===== config.mk =====
export PLATFORM = sky130hd
export DESIGN_NAME = rom_fetch_arbiter
export DESIGN_NICKNAME = d
export VERILOG_FILES = /design/src/rtl/m92_pkg.sv /design/src/rtl/rom_fetch_arbiter_rr_pick2.sv /design/src/rtl/rom_fetch_arbiter.sv
export SDC_FILE = /design/constraint.sdc
export NUM_CORES = 1
export LEC_CHECK = 0
export ABC_AREA = 1
export BUFFER_PORTS_ARGS = -buffer_cell sky130_fd_sc_hd__buf_2
export CAP_MARGIN = 0
export CORE_ASPECT_RATIO = 2
export CORE_MARGIN = 10
export CORE_UTILIZATION = 40
export CTS_BUF_LIST = sky130_fd_sc_hd__clkbuf_4 sky130_fd_sc_hd__clkbuf_8 sky130_fd_sc_hd__clkbuf_16
export DETAILED_ROUTE_END_ITERATION = 10
export GPL_TIMING_DRIVEN = 0
export HOLD_SLACK_MARGIN = 0.1
export PLACE_DENSITY = 0.68
export SLEW_MARGIN = 40
export SYNTH_ARGS = -nofsm -noshare
export SYNTH_HDL_FRONTEND = slang
export SYNTH_SLANG_ARGS = --single-unit

===== constraint.sdc =====
create_clock -name clk -period 1.9 [get_ports clk]
set_input_delay 0.285 -clock clk [delete_from_list [all_inputs] [get_ports clk]]
set_output_delay 0.285 -clock clk [all_outputs]
set_load 0.005 [all_outputs]

===== src/rtl/m92_pkg.sv =====
// Shared types and constants for the M92 memory-path blocks.
// Contents:
//   rom_arb_state_t - ROM fetch arbiter FSM state (idle / waiting for ack)
//   ROM_ARB_CH0/1   - channel indices used by the arbiter and its chooser
//   sdr_addr_t      - SDRAM word address as produced by the address translator
package m92_pkg;

    typedef enum logic [0:0] {ARB_IDLE, ARB_WAIT} rom_arb_state_t;

    localparam logic ROM_ARB_CH0 = 1'b0;
    localparam logic ROM_ARB_CH1 = 1'b1;

    typedef logic [24:0] sdr_addr_t;

endpackage


===== src/rtl/rom_fetch_arbiter_rr_pick2.sv =====
// rr_pick2: combinational two-way round-robin chooser.
// Ports:
//   eligible[1:0] in  per-channel request-eligible flags
//   last_grant    in  channel that won the previous grant
//   grant_valid   out at least one channel is eligible
//   grant_idx     out chosen channel (the one not granted last on a tie)
module rr_pick2
    import m92_pkg::*;
(
    input  logic [1:0] eligible,
    input  logic       last_grant,
    output logic       grant_valid,
    output logic       grant_idx
);

    // Choose a channel; on a tie the channel that did not win last time goes.
    always_comb begin
        grant_valid = 1'b0;
        grant_idx   = ROM_ARB_CH0;
        case (eligible)
            2'b00: begin
                grant_valid = 1'b0;
                grant_idx   = ROM_ARB_CH0;
            end
            2'b01: begin
                grant_valid = 1'b1;
                grant_idx   = ROM_ARB_CH0;
            end
            2'b10: begin
                grant_valid = 1'b1;
                grant_idx   = ROM_ARB_CH1;
            end
            2'b11: begin
                grant_valid = 1'b1;
                grant_idx   = ~last_grant;
            end
            default: begin
                grant_valid = 1'b0;
                grant_idx   = ROM_ARB_CH0;
            end
        endcase
    end

endmodule


===== src/rtl/rom_fetch_arbiter.sv =====
// rom_fetch_arbiter: shares the CPU-ROM SDRAM read channel between the V33
// main CPU fetch path (ch0) and the V35 sound CPU ROM fetch (ch1).
// Round-robin grant, one outstanding SDRAM read, one-cycle rdy pulse per
// returned word, and a wait watchdog that returns all-ones data and sets a
// sticky error if the SDRAM never acks.
//
// Optional build macro ROM_LINE_CACHE_EN: adds a one-entry line cache per
// channel (tag/data/valid, filled on every ack, cleared by flush). Without it
// flush is ignored.
//
// Ports:
//   clk, reset_n         clock, asynchronous active-low reset
//   req0/addr0           ch0 request (level, held until rdy0) and address
//   rdy0/data0           ch0 data-valid pulse and read data
//   req1/addr1           ch1 request (level, held until rdy1) and address
//   rdy1/data1           ch1 data-valid pulse and read data
//   sdr_req/sdr_addr     SDRAM read request (level) and word address
//   sdr_ack/sdr_data     SDRAM one-cycle ack with same-cycle data
//   flush                invalidate cached lines
//   timeout_err          sticky watchdog timeout flag
module rom_fetch_arbiter
    import m92_pkg::*;
#(
    parameter int ADDR_W   = 25,
    parameter int DATA_W   = 16,
    parameter int MAX_WAIT = 255
)(
    input  logic              clk,
    input  logic              reset_n,
    input  logic              req0,
    input  logic [ADDR_W-1:0] addr0,
    output logic              rdy0,
    output logic [DATA_W-1:0] data0,
    input  logic              req1,
    input  logic [ADDR_W-1:0] addr1,
    output logic              rdy1,
    output logic [DATA_W-1:0] data1,
    output logic              sdr_req,
    output logic [ADDR_W-1:0] sdr_addr,
    input  logic              sdr_ack,
    input  logic [DATA_W-1:0] sdr_data,
    input  logic              flush,
    output logic              timeout_err
);

    localparam int                CNT_W        = $clog2(MAX_WAIT + 1);
    localparam logic [CNT_W-1:0]  MAX_CNT      = CNT_W'(MAX_WAIT);
    localparam logic [DATA_W-1:0] TIMEOUT_DATA = {DATA_W{1'b1}};

    rom_arb_state_t    state_r;
    logic              last_grant_r;
    logic              cur_ch_r;
    logic [CNT_W-1:0]  wait_cnt_r;

    logic [1:0]        eligible_s;
    logic [1:0]        hit_s;
    logic              grant_valid_s;
    logic              grant_idx_s;
    logic [ADDR_W-1:0] grant_addr_s;
    logic [DATA_W-1:0] ret_data_s;
    logic [DATA_W-1:0] hit_data0_s;
    logic [DATA_W-1:0] hit_data1_s;

    // A channel sitting in its own rdy cycle is masked so the dropped level
    // request of a finished fetch is not re-granted.
    assign eligible_s = {req1 & ~rdy1, req0 & ~rdy0};

    rr_pick2 u_pick (
        .eligible    (eligible_s),
        .last_grant  (last_grant_r),
        .grant_valid (grant_valid_s),
        .grant_idx   (grant_idx_s)
    );

    // Address of the channel about to be granted.
    always_comb begin
        grant_addr_s = addr0;
        if (grant_idx_s == ROM_ARB_CH1) begin
            grant_addr_s = addr1;
        end else begin
            grant_addr_s = addr0;
        end
    end

    // Return word: real SDRAM data on ack (ack beats a coincident timeout),
    // otherwise the all-ones timeout pattern.
    always_comb begin
        ret_data_s = TIMEOUT_DATA;
        if (sdr_ack) begin
            ret_data_s = sdr_data;
        end else begin
            ret_data_s = TIMEOUT_DATA;
        end
    end

`ifdef ROM_LINE_CACHE_EN
    logic [1:0]        valid_r;
    logic [ADDR_W-1:0] tag0_r;
    logic [ADDR_W-1:0] tag1_r;
    logic [DATA_W-1:0] line0_r;
    logic [DATA_W-1:0] line1_r;
    logic              fill_s;

    // Only a real ack fills an entry; timeout data never reaches the cache.
    assign fill_s = (state_r == ARB_WAIT) && sdr_ack;

    assign hit_s[0]    = eligible_s[0] & valid_r[0] & (addr0 == tag0_r);
    assign hit_s[1]    = eligible_s[1] & valid_r[1] & (addr1 == tag1_r);
    assign hit_data0_s = line0_r;
    assign hit_data1_s = line1_r;

    // Line entries: fill on ack; flush wins over a same-cycle fill.
    always_ff @(posedge clk or negedge reset_n) begin
        if (!reset_n) begin
            valid_r <= 2'b00;
            tag0_r  <= {ADDR_W{1'b0}};
            tag1_r  <= {ADDR_W{1'b0}};
            line0_r <= {DATA_W{1'b0}};
            line1_r <= {DATA_W{1'b0}};
        end else begin
            if (fill_s) begin
                if (cur_ch_r == ROM_ARB_CH1) begin
                    tag1_r  <= sdr_addr;
                    line1_r <= sdr_data;
                end else begin
                    tag0_r  <= sdr_addr;
                    line0_r <= sdr_data;
                end
            end
            if (flush) begin
                valid_r <= 2'b00;
            end else if (fill_s) begin
                valid_r[cur_ch_r] <= 1'b1;
            end
        end
    end
`else
    logic unused_flush_s;

    assign unused_flush_s = flush;
    assign hit_s          = 2'b00;
    assign hit_data0_s    = {DATA_W{1'b0}};
    assign hit_data1_s    = {DATA_W{1'b0}};
`endif

    // Arbiter FSM: grant in IDLE, wait for ack or watchdog expiry in WAIT.
    always_ff @(posedge clk or negedge reset_n) begin
        if (!reset_n) begin
            state_r      <= ARB_IDLE;
            last_grant_r <= ROM_ARB_CH1;
            cur_ch_r     <= ROM_ARB_CH0;
            wait_cnt_r   <= {CNT_W{1'b0}};
            rdy0         <= 1'b0;
            rdy1         <= 1'b0;
            data0        <= {DATA_W{1'b0}};
            data1        <= {DATA_W{1'b0}};
            sdr_req      <= 1'b0;
            sdr_addr     <= {ADDR_W{1'b0}};
            timeout_err  <= 1'b0;
        end else begin
            rdy0 <= 1'b0;
            rdy1 <= 1'b0;
            case (state_r)
                ARB_IDLE: begin
                    if (|hit_s) begin
                        // Cache hits are served locally and pre-empt any miss.
                        if (hit_s[0]) begin
                            rdy0  <= 1'b1;
                            data0 <= hit_data0_s;
                        end
                        if (hit_s[1]) begin
                            rdy1  <= 1'b1;
                            data1 <= hit_data1_s;
                        end
                    end else if (grant_valid_s) begin
                        sdr_addr     <= grant_addr_s;
                        sdr_req      <= 1'b1;
                        last_grant_r <= grant_idx_s;
                        cur_ch_r     <= grant_idx_s;
                        wait_cnt_r   <= {CNT_W{1'b0}};
                        state_r      <= ARB_WAIT;
                    end
                end
                ARB_WAIT: begin
                    if (sdr_ack || (wait_cnt_r == MAX_CNT)) begin
                        if (cur_ch_r == ROM_ARB_CH1) begin
                            rdy1  <= 1'b1;
                            data1 <= ret_data_s;
                        end else begin
                            rdy0  <= 1'b1;
                            data0 <= ret_data_s;
                        end
                        if (!sdr_ack) begin
                            timeout_err <= 1'b1;
                        end
                        sdr_req <= 1'b0;
                        state_r <= ARB_IDLE;
                    end else begin
                        // Saturates at MAX_CNT through the branch above.
                        wait_cnt_r <= wait_cnt_r + CNT_W'(1'b1);
                    end
                end
                default: begin
                    sdr_req <= 1'b0;
                    state_r <= ARB_IDLE;
                end
            endcase
        end
    end

endmodule

==> results.toml <==
[logic_synthesis]
yosysWarnings = 0
synth_cell_type_count = 29
synth.top_cell.area_share_pct = 53.0
yosysTopAreaCell = "dfrtp_1"
synth.cell_area_um2 = 3350
synthCells = 392
syn_nets = 465
synth_edf_count = 0
ys_async_sr_fraction_pct = 100
ys.flop_type = "dfrtp_1"
synth_area_leaders = "dfrtp_1 (53%), nand2_1 (14%), a21oi_1 (7.5%)"
synth.avg_cell_area_um2 = 8.56
ys_seq_area_share_pct = 53.7
ys_ff_latch = 72

[timing]
worst_slack_ns = 0.284
finalSetupViolCount = 0
rsz0062_at_grt = "no"
period_share_pct = 85.0
finClkSkew_ns = 0.00585
slew_headroom_pct = 68.0
setup_tns_ns = 0
fin_crit_ns = 1.62
worstMarginPinSlew_ns = 0.480
finalHoldViolations = 0
fmax_mhz = 619
drv_slew = 0

[grt]
gr-usage-all-layers_pct = 16.5
grt_overflow = 0
first_global_vias = 3276
grt_max_degree = 62
antenna_found_initial = 0
grt_pass1_wl_um = 16600

[critical_path]
cp.required_ns = 2.17
startpoint = "wait_cnt_r[0]"
path_class = "reg2reg"
worstPathArrival_ns = 1.88
r2r_end = "wait_cnt_r[2]"
reg2reg_slack_ns = 0.28
crit_path_end_kind = "flip-flop"
rr_startpoint = "wait_cnt_r[0]"
crit_path_max_fanout = 10
start_kind = "flip-flop"
reg2regPathDepth = 8

[power]
p_leak_nw = 2.35
switching_share_pct = 37.8
clock_power_share_pct = 22.6
seqPwrFrac_pct = 37.7
pwr-share-comb_pct = 39.7
p_sw_w = 0.00260
ir_worst_vdd_uv = 836
p_per_area_nw_per_um2 = 1540
p_int_w = 0.00428

[worst_hold_path]
whs_path_depth = 2
hold_path_end = "timeout_err"
hp-start = "sdr_ack"
hp-class = "in2reg"

[cells_and_area]
multiInputGateArea_um2 = 1370
final_common_cell = "buf_2"
seq_area_um2 = 1800
layout-drive-gt1-share_pct = 35.7
final_cell_mix = "buf_2 (140), nand2_1 (126), dfrtp_1 (71)"
syn_to_final_growth_pct = 32.8
diodes = 0
n_fill_cell = 800
nets = 609

[detailed_routing]
detailedRoute.firstPassIterationCount = 7
ant_nets = 0
wire_per_inst_um = 16.2
num_vias = 3208
wl_um = 10400
drt-initial-drc-count = 124
drc = 0
vias_per_cell = 5.02

[clocking]
cts_buffers = 9
ctsHtreeMaxLevel = 3
cts_setup_buffers = 0
clock_path_buffers = 2
clockRootBuffer = "clkbuf_16"
cts.sinks = 72
cts_tree = "built"
clk_pin_slew_worst_paths_ns = 0.05
clock_latency_ns = 0.33

[floorplan]
initial_core_util_pct = 40.7
ios = 133
coreArea_um2 = 8230
rows = 47
die_w_um = 84.8
dieArea_um2 = 12700
die_h_um = 150

[run_status]
status = "finished clean"

[place]
numPortBuffers = 131
dpl.hpwl_um = 8240
dp_slack_ns = 0.304
globalplace.congestion = 0.838

[job]
cap_violations = 0
## kinds of logic after synthesis
| logic type | synth area share, % |
|---|---|
| adders and majority gates | 0.373 |
| and+or+nand+nor | 31.5 |
| AOI/OAI and AO/OA | 8.35 |
| xor gates and xnor gates | 0.522 |
| DFF | 53.7 |
| buffers and inverters | 5.52 |
## synth_stat cells (2+ instances only)
cell      count
inv_1         8
nand3_4       2
nor2_1       28
nand3b_1      2
clkbuf_1      3
nand2_1     126
xor2_1        2
o21ai_0       2
nand4_1      32
buf_4         4
nand2_2       3
or2_2        10
dfrtp_1      71
buf_2        10
inv_2         8
buf_1         3
nand3_1      10
a21oi_1      50
o21bai_1      2
or2_1         6
buf_6         2
## worst max path at each step
stage                          endpoint  slack, ns  depth (start not counted)
after floorplan               data1[10]       0.52                          9
after global placement         data0[6]       0.13                          1
after detailed placement  wait_cnt_r[1]       0.30                          8
after CTS                 wait_cnt_r[1]       0.29                          8
after global routing      wait_cnt_r[0]       0.07                          8
final                     wait_cnt_r[2]       0.28                          8
## power by group through the flow
stage | combinational, W | sequential [W] | clock [W]
after detailed placement | 0.00281 | 0.00261 | 0
after CTS | 0.00282 | 0.00259 | 0.00161
after global routing | 0.00313 | 0.00268 | 0.00165
final | 0.00273 | 0.00259 | 0.00156
after floorplan | 0.00143 | 0.00267 | 0
after global placement | 0.00271 | 0.00258 | 0
## state kept, by name, indices dropped and copies added, names as in the netlist
signal,flops
state_r,1
last_grant_r,1
cur_ch_r,1
data1,16
data0,16
timeout_err,1
wait_cnt_r,8
rdy0,1
sdr_req,1
sdr_addr,25
rdy1,1
## cell type report
type | count | share of cell area (%)
flip-flops and latches | 72 | 40.5
multi-input cells | 282 | 30.7
repair buffers | 133 | 15.7
clock buffers | 13 | 5.87
plain buffers | 22 | 2.81
well taps | 98 | 2.75
inverters | 16 | 1.35
clock inverters | 3 | 0.393
## through the flow
step	total power, W	std cells	hold slack [ns]	area [um2]	utilization [%]
after floorplan	0.00410	392	-0.0106	3350	-
after global placement	0.00530	621	0.452	4130	50.2
final	0.00688	639	0.151	4460	54.1
after detailed placement	0.00542	622	0.111	4170	50.6
after CTS	0.00702	639	0.141	4460	54.1
after global routing	0.00746	639	0.171	4460	54.1
## worst max-delay path, stage by stage, from the launching register on
cell	delay, ns
dfrtp_1	0.41
ha_1	0.24
nand2_2	0.12
nor2_2	0.06
nand2_4	0.09
nand3_2	0.19
inv_1	0.29
nand2_1	0.09
nand2_1	0.07
## per-layer routing
layer / vias up / track usage (%) / routed length (um)
met5: - / 0 / 0
met4: 0 / 7.62 / 226
met3: 21 / 5.66 / 801
met2: 121 / 29.5 / 5580
met1: 1485 / 16.5 / 3760
li1: 1581 / - / -
## repair_timing
action,in CTS,in global routing
hold endpoints to repair,71,0
gates resized for setup,0,0
hold buffers,1,0
Note: power is estimated with default switching activity, not from simulation.
